===== config.mk =====
export PLATFORM = sky130hd
export DESIGN_NAME = sc_frogpoint_register
export DESIGN_NICKNAME = d
export VERILOG_FILES = /design/src/rtl/sc_frogpoint_register_pkg.sv /design/src/rtl/sc_frogpoint_column_shifter.sv /design/src/rtl/sc_frogpoint_register.sv
export SDC_FILE = /design/constraint.sdc
export NUM_CORES = 1
export LEC_CHECK = 0
export CORE_ASPECT_RATIO = 1.1
export CORE_UTILIZATION = 47
export CTS_CLUSTER_DIAMETER = 150
export DETAILED_ROUTE_END_ITERATION = 8
export HOLD_SLACK_MARGIN = 0.02
export PLACE_DENSITY = 0.8
export SYNTH_ARGS = -nofsm -noshare
export SYNTH_HDL_FRONTEND = slang
export SYNTH_SLANG_ARGS = --single-unit

===== constraint.sdc =====
create_clock -name SC_STATEMACHINEPOINT_CLOCK_50 -period 4 [get_ports SC_STATEMACHINEPOINT_CLOCK_50]
set_input_delay 0.8 -clock SC_STATEMACHINEPOINT_CLOCK_50 [delete_from_list [all_inputs] [get_ports SC_STATEMACHINEPOINT_CLOCK_50]]
set_output_delay 0.8 -clock SC_STATEMACHINEPOINT_CLOCK_50 [all_outputs]
set_load 0.02 [all_outputs]

===== src/rtl/sc_frogpoint_register_pkg.sv =====
// Shared encodings and defaults for the frog position datapath.
// Consumed by sc_frogpoint_register and sc_frogpoint_column_shifter.
package sc_frogpoint_register_pkg;

  typedef enum logic [1:0] {
    SHIFT_IDLE  = 2'b00,
    SHIFT_LEFT  = 2'b01,
    SHIFT_RIGHT = 2'b10,
    SHIFT_HOLD  = 2'b11
  } shiftSel_e;

  typedef enum logic [1:0] {
    SIDE_NONE  = 2'b00,
    SIDE_RIGHT = 2'b01,
    SIDE_LEFT  = 2'b10,
    SIDE_BOTH  = 2'b11
  } sideCode_e;

  localparam int DEFAULT_COLUMNS      = 8;
  localparam int DEFAULT_ROWS         = 8;
  localparam int DEFAULT_START_COLUMN = 3;
  localparam int DEFAULT_START_ROW    = 0;

  // A single-row board still needs a one-bit row index.
  function automatic int rowWidth(input int rows);
    return (rows > 1) ? $clog2(rows) : 1;
  endfunction

endpackage


===== src/rtl/sc_frogpoint_column_shifter.sv =====
// One-hot column register with edge-saturating shifts, side-edge decode
// and recovery to the start column if the vector ever stops being one-hot.
module sc_frogpoint_column_shifter
  import sc_frogpoint_register_pkg::*;
#(
  parameter int COLUMNS      = DEFAULT_COLUMNS,
  parameter int START_COLUMN = DEFAULT_START_COLUMN
) (
  input  logic               i_clock,
  input  logic               i_reset,
  input  logic               i_restart,
  input  logic               i_shiftEnable,
  input  logic [1:0]         i_shiftSel,
  output logic [COLUMNS-1:0] o_column,
  output logic [1:0]         o_side
);

  localparam logic [COLUMNS-1:0] START_VEC = COLUMNS'(1) << START_COLUMN;

  logic [COLUMNS-1:0] r_column;
  logic [COLUMNS-1:0] w_columnNext;
  logic               w_oneHot;

  assign w_oneHot = $onehot(r_column);

  // Shifts saturate at the edges: a bit already at the MSB/LSB stays put.
  always_comb begin
    w_columnNext = r_column;
    if (i_restart || !w_oneHot) begin
      w_columnNext = START_VEC;
    end else if (i_shiftEnable) begin
      case (i_shiftSel)
        SHIFT_LEFT: begin
          if (!r_column[COLUMNS-1]) w_columnNext = r_column << 1;
        end
        SHIFT_RIGHT: begin
          if (!r_column[0]) w_columnNext = r_column >> 1;
        end
        default: w_columnNext = r_column;
      endcase
    end
  end

  always_ff @(posedge i_clock or posedge i_reset) begin
    if (i_reset) begin
      r_column <= START_VEC;
    end else begin
      r_column <= w_columnNext;
    end
  end

  assign o_column = r_column;

  generate
    if (COLUMNS == 1) begin : g_singleColumn
      assign o_side = SIDE_BOTH;
    end else begin : g_multiColumn
      assign o_side = r_column[COLUMNS-1] ? SIDE_LEFT  :
                      r_column[0]         ? SIDE_RIGHT :
                                            SIDE_NONE;
    end
  endgenerate

endmodule


===== src/rtl/sc_frogpoint_register.sv =====
// Frog position datapath driven by the point state machine strobes.
// Optional hop counter enabled by defining FROGPOINT_HOPCOUNT_EN.
module sc_frogpoint_register
  import sc_frogpoint_register_pkg::*;
#(
  parameter  int COLUMNS      = DEFAULT_COLUMNS,
  parameter  int ROWS         = DEFAULT_ROWS,
  parameter  int START_COLUMN = DEFAULT_START_COLUMN,
  parameter  int START_ROW    = DEFAULT_START_ROW,
  localparam int ROW_W        = rowWidth(ROWS)
) (
  input  logic               SC_STATEMACHINEPOINT_CLOCK_50,
  input  logic               SC_STATEMACHINEPOINT_RESET_InHigh,
  input  logic               clear_InLow,
  input  logic               changeP_InLow,
  input  logic               load0_InLow,
  input  logic               load1_InLow,
  input  logic [1:0]         shiftselection_InBus,
  output logic [COLUMNS-1:0] column_OutBus,
  output logic [ROW_W-1:0]   row_OutBus,
  output logic               bottomsidecomparator_OutLow,
  output logic [1:0]         sidecomparator_OutBus,
  output logic               visible_OutHigh,
  output logic               topreached_OutHigh,
  output logic [7:0]         hopcount_OutBus
);

  localparam logic [ROW_W-1:0] START_ROW_V = ROW_W'(START_ROW);
  localparam logic [ROW_W-1:0] TOP_ROW     = ROW_W'(ROWS - 1);
  localparam logic [ROW_W-1:0] PRE_TOP_ROW = ROW_W'(ROWS - 2);

  logic [ROW_W-1:0]   r_row;
  logic               r_visible;
  logic               r_topReached;
  logic [COLUMNS-1:0] w_column;

  logic w_clear;
  logic w_freeze;
  logic w_up;
  logic w_down;
  logic w_shiftEn;
  logic w_rowUp;
  logic w_rowDown;

  // Strict priority: each strobe only acts when every higher one is idle.
  assign w_clear   = !clear_InLow;
  assign w_freeze  = clear_InLow && !changeP_InLow;
  assign w_up      = clear_InLow && changeP_InLow && !load0_InLow;
  assign w_down    = clear_InLow && changeP_InLow && load0_InLow && !load1_InLow;
  assign w_shiftEn = clear_InLow && changeP_InLow && load0_InLow && load1_InLow;

  assign w_rowUp   = w_up   && (r_row < TOP_ROW);
  assign w_rowDown = w_down && (r_row != '0);

  always_ff @(posedge SC_STATEMACHINEPOINT_CLOCK_50 or posedge SC_STATEMACHINEPOINT_RESET_InHigh) begin
    if (SC_STATEMACHINEPOINT_RESET_InHigh) begin
      r_row <= START_ROW_V;
    end else if (w_clear) begin
      r_row <= START_ROW_V;
    end else if (w_rowUp) begin
      r_row <= r_row + ROW_W'(1);
    end else if (w_rowDown) begin
      r_row <= r_row - ROW_W'(1);
    end
  end

  // Only the step into the top row fires the pulse; clear and freeze can never fire it.
  always_ff @(posedge SC_STATEMACHINEPOINT_CLOCK_50 or posedge SC_STATEMACHINEPOINT_RESET_InHigh) begin
    if (SC_STATEMACHINEPOINT_RESET_InHigh) begin
      r_topReached <= 1'b0;
      r_visible    <= 1'b0;
    end else begin
      r_topReached <= w_rowUp && (r_row == PRE_TOP_ROW);
      r_visible    <= changeP_InLow;
    end
  end

  sc_frogpoint_column_shifter #(
    .COLUMNS      (COLUMNS),
    .START_COLUMN (START_COLUMN)
  ) u_columnShifter (
    .i_clock       (SC_STATEMACHINEPOINT_CLOCK_50),
    .i_reset       (SC_STATEMACHINEPOINT_RESET_InHigh),
    .i_restart     (w_clear),
    .i_shiftEnable (w_shiftEn),
    .i_shiftSel    (shiftselection_InBus),
    .o_column      (w_column),
    .o_side        (sidecomparator_OutBus)
  );

`ifdef FROGPOINT_HOPCOUNT_EN
  logic       w_colMove;
  logic       w_move;
  logic [7:0] r_hopCount;

  // A one-hot recovery is not a hop, so the column only counts from a valid vector.
  assign w_colMove = w_shiftEn && $onehot(w_column) &&
                     (((shiftselection_InBus == SHIFT_LEFT)  && !w_column[COLUMNS-1]) ||
                      ((shiftselection_InBus == SHIFT_RIGHT) && !w_column[0]));
  assign w_move    = w_rowUp || w_rowDown || w_colMove;

  always_ff @(posedge SC_STATEMACHINEPOINT_CLOCK_50 or posedge SC_STATEMACHINEPOINT_RESET_InHigh) begin
    if (SC_STATEMACHINEPOINT_RESET_InHigh) begin
      r_hopCount <= 8'd0;
    end else if (w_clear) begin
      r_hopCount <= 8'd0;
    end else if (w_move) begin
      r_hopCount <= r_hopCount + 8'd1;
    end
  end

  assign hopcount_OutBus = r_hopCount;
`else
  assign hopcount_OutBus = 8'd0;
`endif

  assign column_OutBus               = w_column;
  assign row_OutBus                  = r_row;
  assign bottomsidecomparator_OutLow = (r_row != '0);
  assign visible_OutHigh             = r_visible;
  assign topreached_OutHigh          = r_topReached;

endmodule

==> results.md, run 1 <==
* Synth async-reset ratio at 100%
* Number of synthesized flops with an enable pin at 0
* Maxcap violations at 0
* Finished Cell Area at between 1000 and 1500 sq um
* Core area at 2080 sq um
* Hold path depth at 1
* CP Launch Type: flop
* Syn_area_per_cell at ~9.4 sq um
* Row count at 17
* CP Class: reg -> reg
* Min cycle time layout at roughly 3.5 ns
* CTS sink cnt at 13
* FF-to-FF setup slack at approximately 0.49 ns
* Routed wire per std cell at 11.9 um
* Initial antenna violation count at 0
* Post-synth top area cell: dfrtp_1
* CTS tree: built
* Cts repair resizes at 0
* Crit path launch: u_columnShifter.o_column[0]$_DFFE_PP0P_
* Final non-filler cell total at approximately 170
* Vias in the first global route at 754
* Slowest-stage cell, CP: fa_1
* Post-CTS Setup Bufs at 0
* Setup_tns at 0 ns
* Tightest Pin Transition at a little under 0.8 ns
* Max-slew violations at 0
* Reg clk slew, reported paths at 0.08 ns
* CTS max path bufs at 2
* Worst r2r src: u_columnShifter.o_column[0]$_DFFE_PP0P_
* Die height at approximately 52 um
* Crit path arrival time at 3.67 ns
* Cell count of the worst reg-to-reg path at 12
* Initial DRT Pass Iterations at 4
* Diode count at 0
* Post-Place Cells at between 150 and 200
* GP Congestion at 0.843
* Final Hold Vio Count at 0
* Critical path fanouts, max at 9
* Dominant cells by area after synthesis: dfrtp_1, ha_1, fa_1
* Initial Utilization at about half
* LEAKAGE at about 0.60 nW
* Power density over the cells at ~230 nW/um^2
* Worst flop-to-flop path endpoint: u_columnShifter.o_column[3]$_DFFE_PP1P_
* Critical hold path startpoint: row_OutBus[0]$_DFFE_PP0P_
* # DRC at 0
* Clk root buf: clkbuf_4
* Maximum vdd drop at between 200 and 250 uV
* Crit-path cells: inv_1 > ha_1 > inv_1 > fa_1 > fa_1 > inv_1 > ha_1 > fa_1 > nor3_1 > nand3_1 > nor3_1 > a21oi_1
* Register bit total from synthesis at 13
* Final setup violation count at 0
* F_max at between 200 and 300 MHz
* WHS at between 0.5 and 0.6 ns
* CTS HTree Levels at 1
* Register area share after synthesis at a little under a third
* Hold Crit Class: reg -> reg
* DR vias at approximately 830
* Synth cell types at 35
* Die W at approximately 48 um
* I/O Buffers at 23
* Gate Count Post-Synth at approximately 120
* Area growth from synthesis to layout at 21.6%
* Clk_lat worst skew at between 0.2 and 0.3 ns
* DRT iter0 DRCs at 24
* Worst Skew at 0.00639 ns
* Hold Path Sink: topreached_OutHigh$_DFF_PP0_
* Outcome: completed
* Io pins at 32
* First-pass GRT wire length at around 3.3 mm
* Via-to-Cell Ratio at between 5 and 6
* Grt ovf at 0
* Crit share post-route at 87.6%
* Worst setup EP type: flop
* Mapped cell area at between 1000 and 1500 sq um
* CTS Hold Buffers Added at 0
* Count of nets after finishing at roughly 160
* Die area at between 2000 and 2500 sq um
* Global-route usage over all layers at 18.2%
* Pin count of the biggest net entering global routing at 14
* Synth top area share at between 20% and 30%
* Share of cells above drive strength 1 at ~8.0%
* RSZ-0062 raised after global routing: false
* Placed Area at approximately 1300 sq um
* Slew HR at between 40% and 50%
* Worst EP required at 4.17 ns
* TritonCTS buffer count at 3
* Slowest stage delay, CP at around 0.51 ns
* Main flop type after synthesis: dfrtp_1
* Synth Warn # at 0
* Final ANT Viol Nets at 0
* Final wirelength at just under 2 mm
* Post-DP HPWL at 1.61 mm
## logic make-up (layout without fill, tap and decap cells)
family                     after synthesis  after routing  synth area share [%]
buffers and inverters                   30             45                  14.3
DFF                                     13             13                  30.3
other                                    1              8                 0.348
muxes                                    2              2                  1.86
xor gates and xnor gates                 1              1                 0.812
and+or+nand+nor                         34             34                  16.0
AOI/OAI and AO/OA                       19             19                  15.5
adders and majority gates               15             15                  20.9
## worst max path at each step
| stage | end | slack, ns |
|---|---|---|
| after floorplan | u_columnShifter.o_column[3]$_DFFE_PP1P_ | 0.67 |
| after global placement | u_columnShifter.o_column[3]$_DFFE_PP1P_ | 0.61 |
| after detailed placement | u_columnShifter.o_column[3]$_DFFE_PP1P_ | 0.50 |
| final | u_columnShifter.o_column[3]$_DFFE_PP1P_ | 0.49 |
| after global routing | u_columnShifter.o_column[3]$_DFFE_PP1P_ | 0.24 |
| after CTS | u_columnShifter.o_column[3]$_DFFE_PP1P_ | 0.49 |
## cell type report
cell class                      instances  area [sq um]
Sequential cell                        13           327
Multi-Input combinational cell         79           624
Clock inverter                          1          5.00
Timing Repair Buffer                   23           230
Tap cell                               28          35.0
Inverter                               18          67.6
Fill cell                             183           773
Clock buffer                            3          22.5
## state kept, by name (all words and copies together) (netlist names)
register and count:
u_columnShifter.o_column 8, visible_OutHigh 1, topreached_OutHigh 1, row_OutBus 3
## routing by layer
metal | GRT usage, % | routed length, um | vias up
met2 | 29.5 | 963 | 25
met4 | 1.39 | 0 | 0
met1 | 25.8 | 920 | 391
li1 | - | - | 411
met5 | 0 | 0 | -
met3 | 4.14 | 80 | 0
## layout by cell type (no fill, tap or decap), drive strengths merged, types with 3 or more instances in the layout
| cell | count |
|---|---|
| ha | 10 |
| a211oi | 7 |
| nor2 | 11 |
| fa | 5 |
| clkbuf | 3 |
| nand2 | 5 |
| nor3 | 7 |
| dfrtp | 12 |
| inv | 18 |
| a21oi | 4 |
| conb | 8 |
| clkdlybuf4s50 | 23 |
## worst max-delay path, delay by kind of cell (launching register included)
family,cells,cell delay [ns]
DFF,1,0.48
adders and majority gates,5,1.87
AOI/OAI and AO/OA,1,0.06
buffers and inverters,3,0.24
and+or+nand+nor,3,0.75
## stage by stage
step | utilization [%] | setup slack (ns) | total power [mW]
global placement | 61.6 | 0.613 | 0.227
CTS | 62.9 | 0.490 | 0.311
floorplan | - | 0.666 | 0.204
detailed placement | 61.6 | 0.495 | 0.230
global route | 62.9 | 0.242 | 0.326
finish | 62.9 | 0.494 | 0.306
## where the power goes
part           leakage [nW]  total [mW]  internal (mW)  switching, mW
Combinational         0.412      0.0850         0.0348         0.0503
Sequential            0.174       0.142          0.136        0.00576
Clock                0.0177      0.0794         0.0370         0.0424
## Yosys cell counts, drive strengths merged, types with 2 or more instances
master and count:
fa 5, buf 10, inv 18, nor3 7
a211oi 7, mux2i 2, nand2 5, clkbuf 2
ha 10, nor2b 2, dfrtp 12, nor2 11
a21oi 4
(Power assumes the default switching activity.)
==> run 2, diff against run 1 <==
--- a/config.mk
+++ b/config.mk
@@ -11,6 +11,7 @@
 export DETAILED_ROUTE_END_ITERATION = 8
 export HOLD_SLACK_MARGIN = 0.02
 export PLACE_DENSITY = 0.8
+export SETUP_SLACK_MARGIN = 0.1
 export SYNTH_ARGS = -nofsm -noshare
 export SYNTH_HDL_FRONTEND = slang
 export SYNTH_SLANG_ARGS = --single-unit
==> results of run 2 <==
The final DEF is identical to that of run 1; final timing and power are the same.
==> run 3, diff against run 2 <==
--- a/config.mk
+++ b/config.mk
@@ -9,8 +9,9 @@
 export CORE_UTILIZATION = 47
 export CTS_CLUSTER_DIAMETER = 150
 export DETAILED_ROUTE_END_ITERATION = 8
+export GPL_TIMING_DRIVEN = 0
 export HOLD_SLACK_MARGIN = 0.02
-export PLACE_DENSITY = 0.8
+export PLACE_DENSITY = 0.88
 export SETUP_SLACK_MARGIN = 0.1
 export SYNTH_ARGS = -nofsm -noshare
 export SYNTH_HDL_FRONTEND = slang
==> results.md, run 3 (same netlist as run 1, synthesis figures left out) <==
* Share of cells above drive strength 1 at between 10% and 20%
* Hold path depth at 1
* Maxcap violations at 0
* F_max at 279 MHz
* Finished Cell Area at 1400 sq um
* Cell count of the worst reg-to-reg path at 12
* Via-to-Cell Ratio at 5.12
* Max-slew violations at 0
* # DRC at 0
* Worst EP required at between 4 and 5 ns
* CTS Hold Buffers Added at 0
* CTS sink cnt at 13
* CTS max path bufs at 2
* CTS HTree Levels at 1
* CP Class: reg -> reg
* Storage element area at roughly 330 sq um
* DR vias at between 900 and 1000
* Row count at 17
* Crit path max-delay family: adder cells
* Vias in the first global route at approximately 890
* Slowest-stage cell, CP: dfrtp_1
* Die height at 52.2 um
* Core area at between 2000 and 2500 sq um
* Final wirelength at approximately 2.2 mm
* Hold Crit Class: reg -> reg
* TritonCTS buffer count at 3
* Cts repair resizes at 0
* DRT iter0 DRCs at 15
* Fill cells at about 190
* CTS tree: built
* Min cycle time layout at around 3.6 ns
* Io pins at 32
* Post-DP HPWL at roughly 1.9 mm
* Placed Area at 1370 sq um
* Initial Utilization at 51.7%
* LEAKAGE at 0.659 nW
* Reg clk slew, reported paths at around 0.080 ns
* Final setup violation count at 0
* Crit-path cells: inv_1 > ha_1 > inv_1 > fa_1 > fa_1 > inv_1 > ha_1 > fa_1 > nor3_1 > nand3_1 > nor3_1 > a21oi_1
* Die W at ~48 um
* Area growth from synthesis to layout at 29.5%
* FF-to-FF setup slack at approximately 0.42 ns
* GP Congestion at 0.810
* Setup_tns at 0 ns
* Most common cell after layout, fill and taps aside: clkdlybuf4s50_1
* Max reg flops at 8
* Maximum vdd drop at ~180 uV
* Final non-filler cell total at 177
* Crit share post-route at approximately 90%
* WHS at between 0.5 and 0.6 ns
* CP Launch Type: flop
* Initial DRT Pass Iterations at 4
* Setup slack after layout at 0.422 ns
* Crit path arrival time at 3.77 ns
* Die area at 2490 sq um
* Area of the multi-input gates at roughly 620 sq um
* Diode count at 0
* Routed wire per std cell at roughly 13 um
* Worst setup EP type: flop
* Power density over the cells at about 220 nW/um^2
* Outcome: completed
* Worst flop-to-flop path endpoint: u_columnShifter.o_column[3]$_DFFE_PP1P_
* Hold Path Sink: topreached_OutHigh$_DFF_PP0_
* Slowest stage delay, CP at between 0.5 and 0.6 ns
* Pin count of the biggest net entering global routing at 14
* Worst r2r src: u_columnShifter.o_column[0]$_DFFE_PP0P_
* Final ANT Viol Nets at 0
* Post-CTS Setup Bufs at 0
* I/O Buffers at 23
* Worst Skew at ~0.0012 ns
* Clk root buf: clkbuf_4
* Commonest cells after routing, fill and taps aside: clkdlybuf4s50_1, inv_1, dfrtp_1, nor2_1, ha_1
* Global-route usage over all layers at a little over a fifth
* DP Worst Slack at 0.484 ns
* Count of nets after finishing at approximately 170
* Initial antenna violation count at 0
* First-pass GRT wire length at about 3.7 mm
* RSZ-0062 raised after global routing: false
* Grt ovf at 0
* Clk_lat worst skew at ~0.26 ns
* Critical hold path startpoint: row_OutBus[0]$_DFFE_PP0P_
* Post-Place Cells at around 170
* Critical path fanouts, max at 9
* Final Hold Vio Count at 0
* WP buf/inv at 3
run 3: how the worst max path moves through the flow:
stage,slack [ns],end,cells after the start,from
after floorplan,0.67,u_columnShifter.o_column[3]$_DFFE_PP1P_,12,u_columnShifter.o_column[0]$_DFFE_PP0P_
after global placement,0.50,u_columnShifter.o_column[3]$_DFFE_PP1P_,12,u_columnShifter.o_column[0]$_DFFE_PP0P_
after detailed placement,0.48,u_columnShifter.o_column[3]$_DFFE_PP1P_,12,u_columnShifter.o_column[0]$_DFFE_PP0P_
after CTS,0.43,u_columnShifter.o_column[3]$_DFFE_PP1P_,12,u_columnShifter.o_column[0]$_DFFE_PP0P_
after global routing,0.21,u_columnShifter.o_column[3]$_DFFE_PP1P_,12,u_columnShifter.o_column[0]$_DFFE_PP0P_
final,0.42,u_columnShifter.o_column[3]$_DFFE_PP1P_,12,u_columnShifter.o_column[0]$_DFFE_PP0P_
run 3: worst register-to-register path: stages, from the launching register on:
cell and delay [ns]:
dfrtp_1 0.51, inv_1 0.16, ha_1 0.30, inv_1 0.05, fa_1 0.44, fa_1 0.51, inv_1 0.04, ha_1 0.20
fa_1 0.45, nor3_1 0.15, nand3_1 0.33, nor3_1 0.29, a21oi_1 0.08
run 3: power breakdown:
part / internal [mW] / leakage [nW] / switching (mW)
registers: 0.136 / 0.174 / 0.00617
clock network: 0.0385 / 0.0150 / 0.0402
logic: 0.0403 / 0.470 / 0.0525
total: 0.215 / 0.659 / 0.0989
run 3: per-stage QoR:
| step | utilization, % | total power, mW |
|---|---|---|
| after detailed placement | 65.7 | 0.237 |
| after CTS | 67.0 | 0.316 |
| after global routing | 67.0 | 0.333 |
| final | 67.0 | 0.314 |
| after global placement | 65.7 | 0.233 |
| after floorplan | - | 0.204 |
run 3: final cells by class:
cell class | count | area share, %
multi-input cells | 79 | 44.7
plain buffers | 12 | 6.18
repair buffers | 23 | 16.5
clock buffers | 4 | 1.88
well taps | 28 | 2.51
inverters | 18 | 4.84
flip-flops and latches | 13 | 23.4
run 3: routing by layer:
layer / part of all wire, % / track usage (%)
met2: 55 / 39.7
met1: 40 / 23.1
met3: 4.3 / 4.14
met4: 0.40 / 5.09
met5: 0 / 0
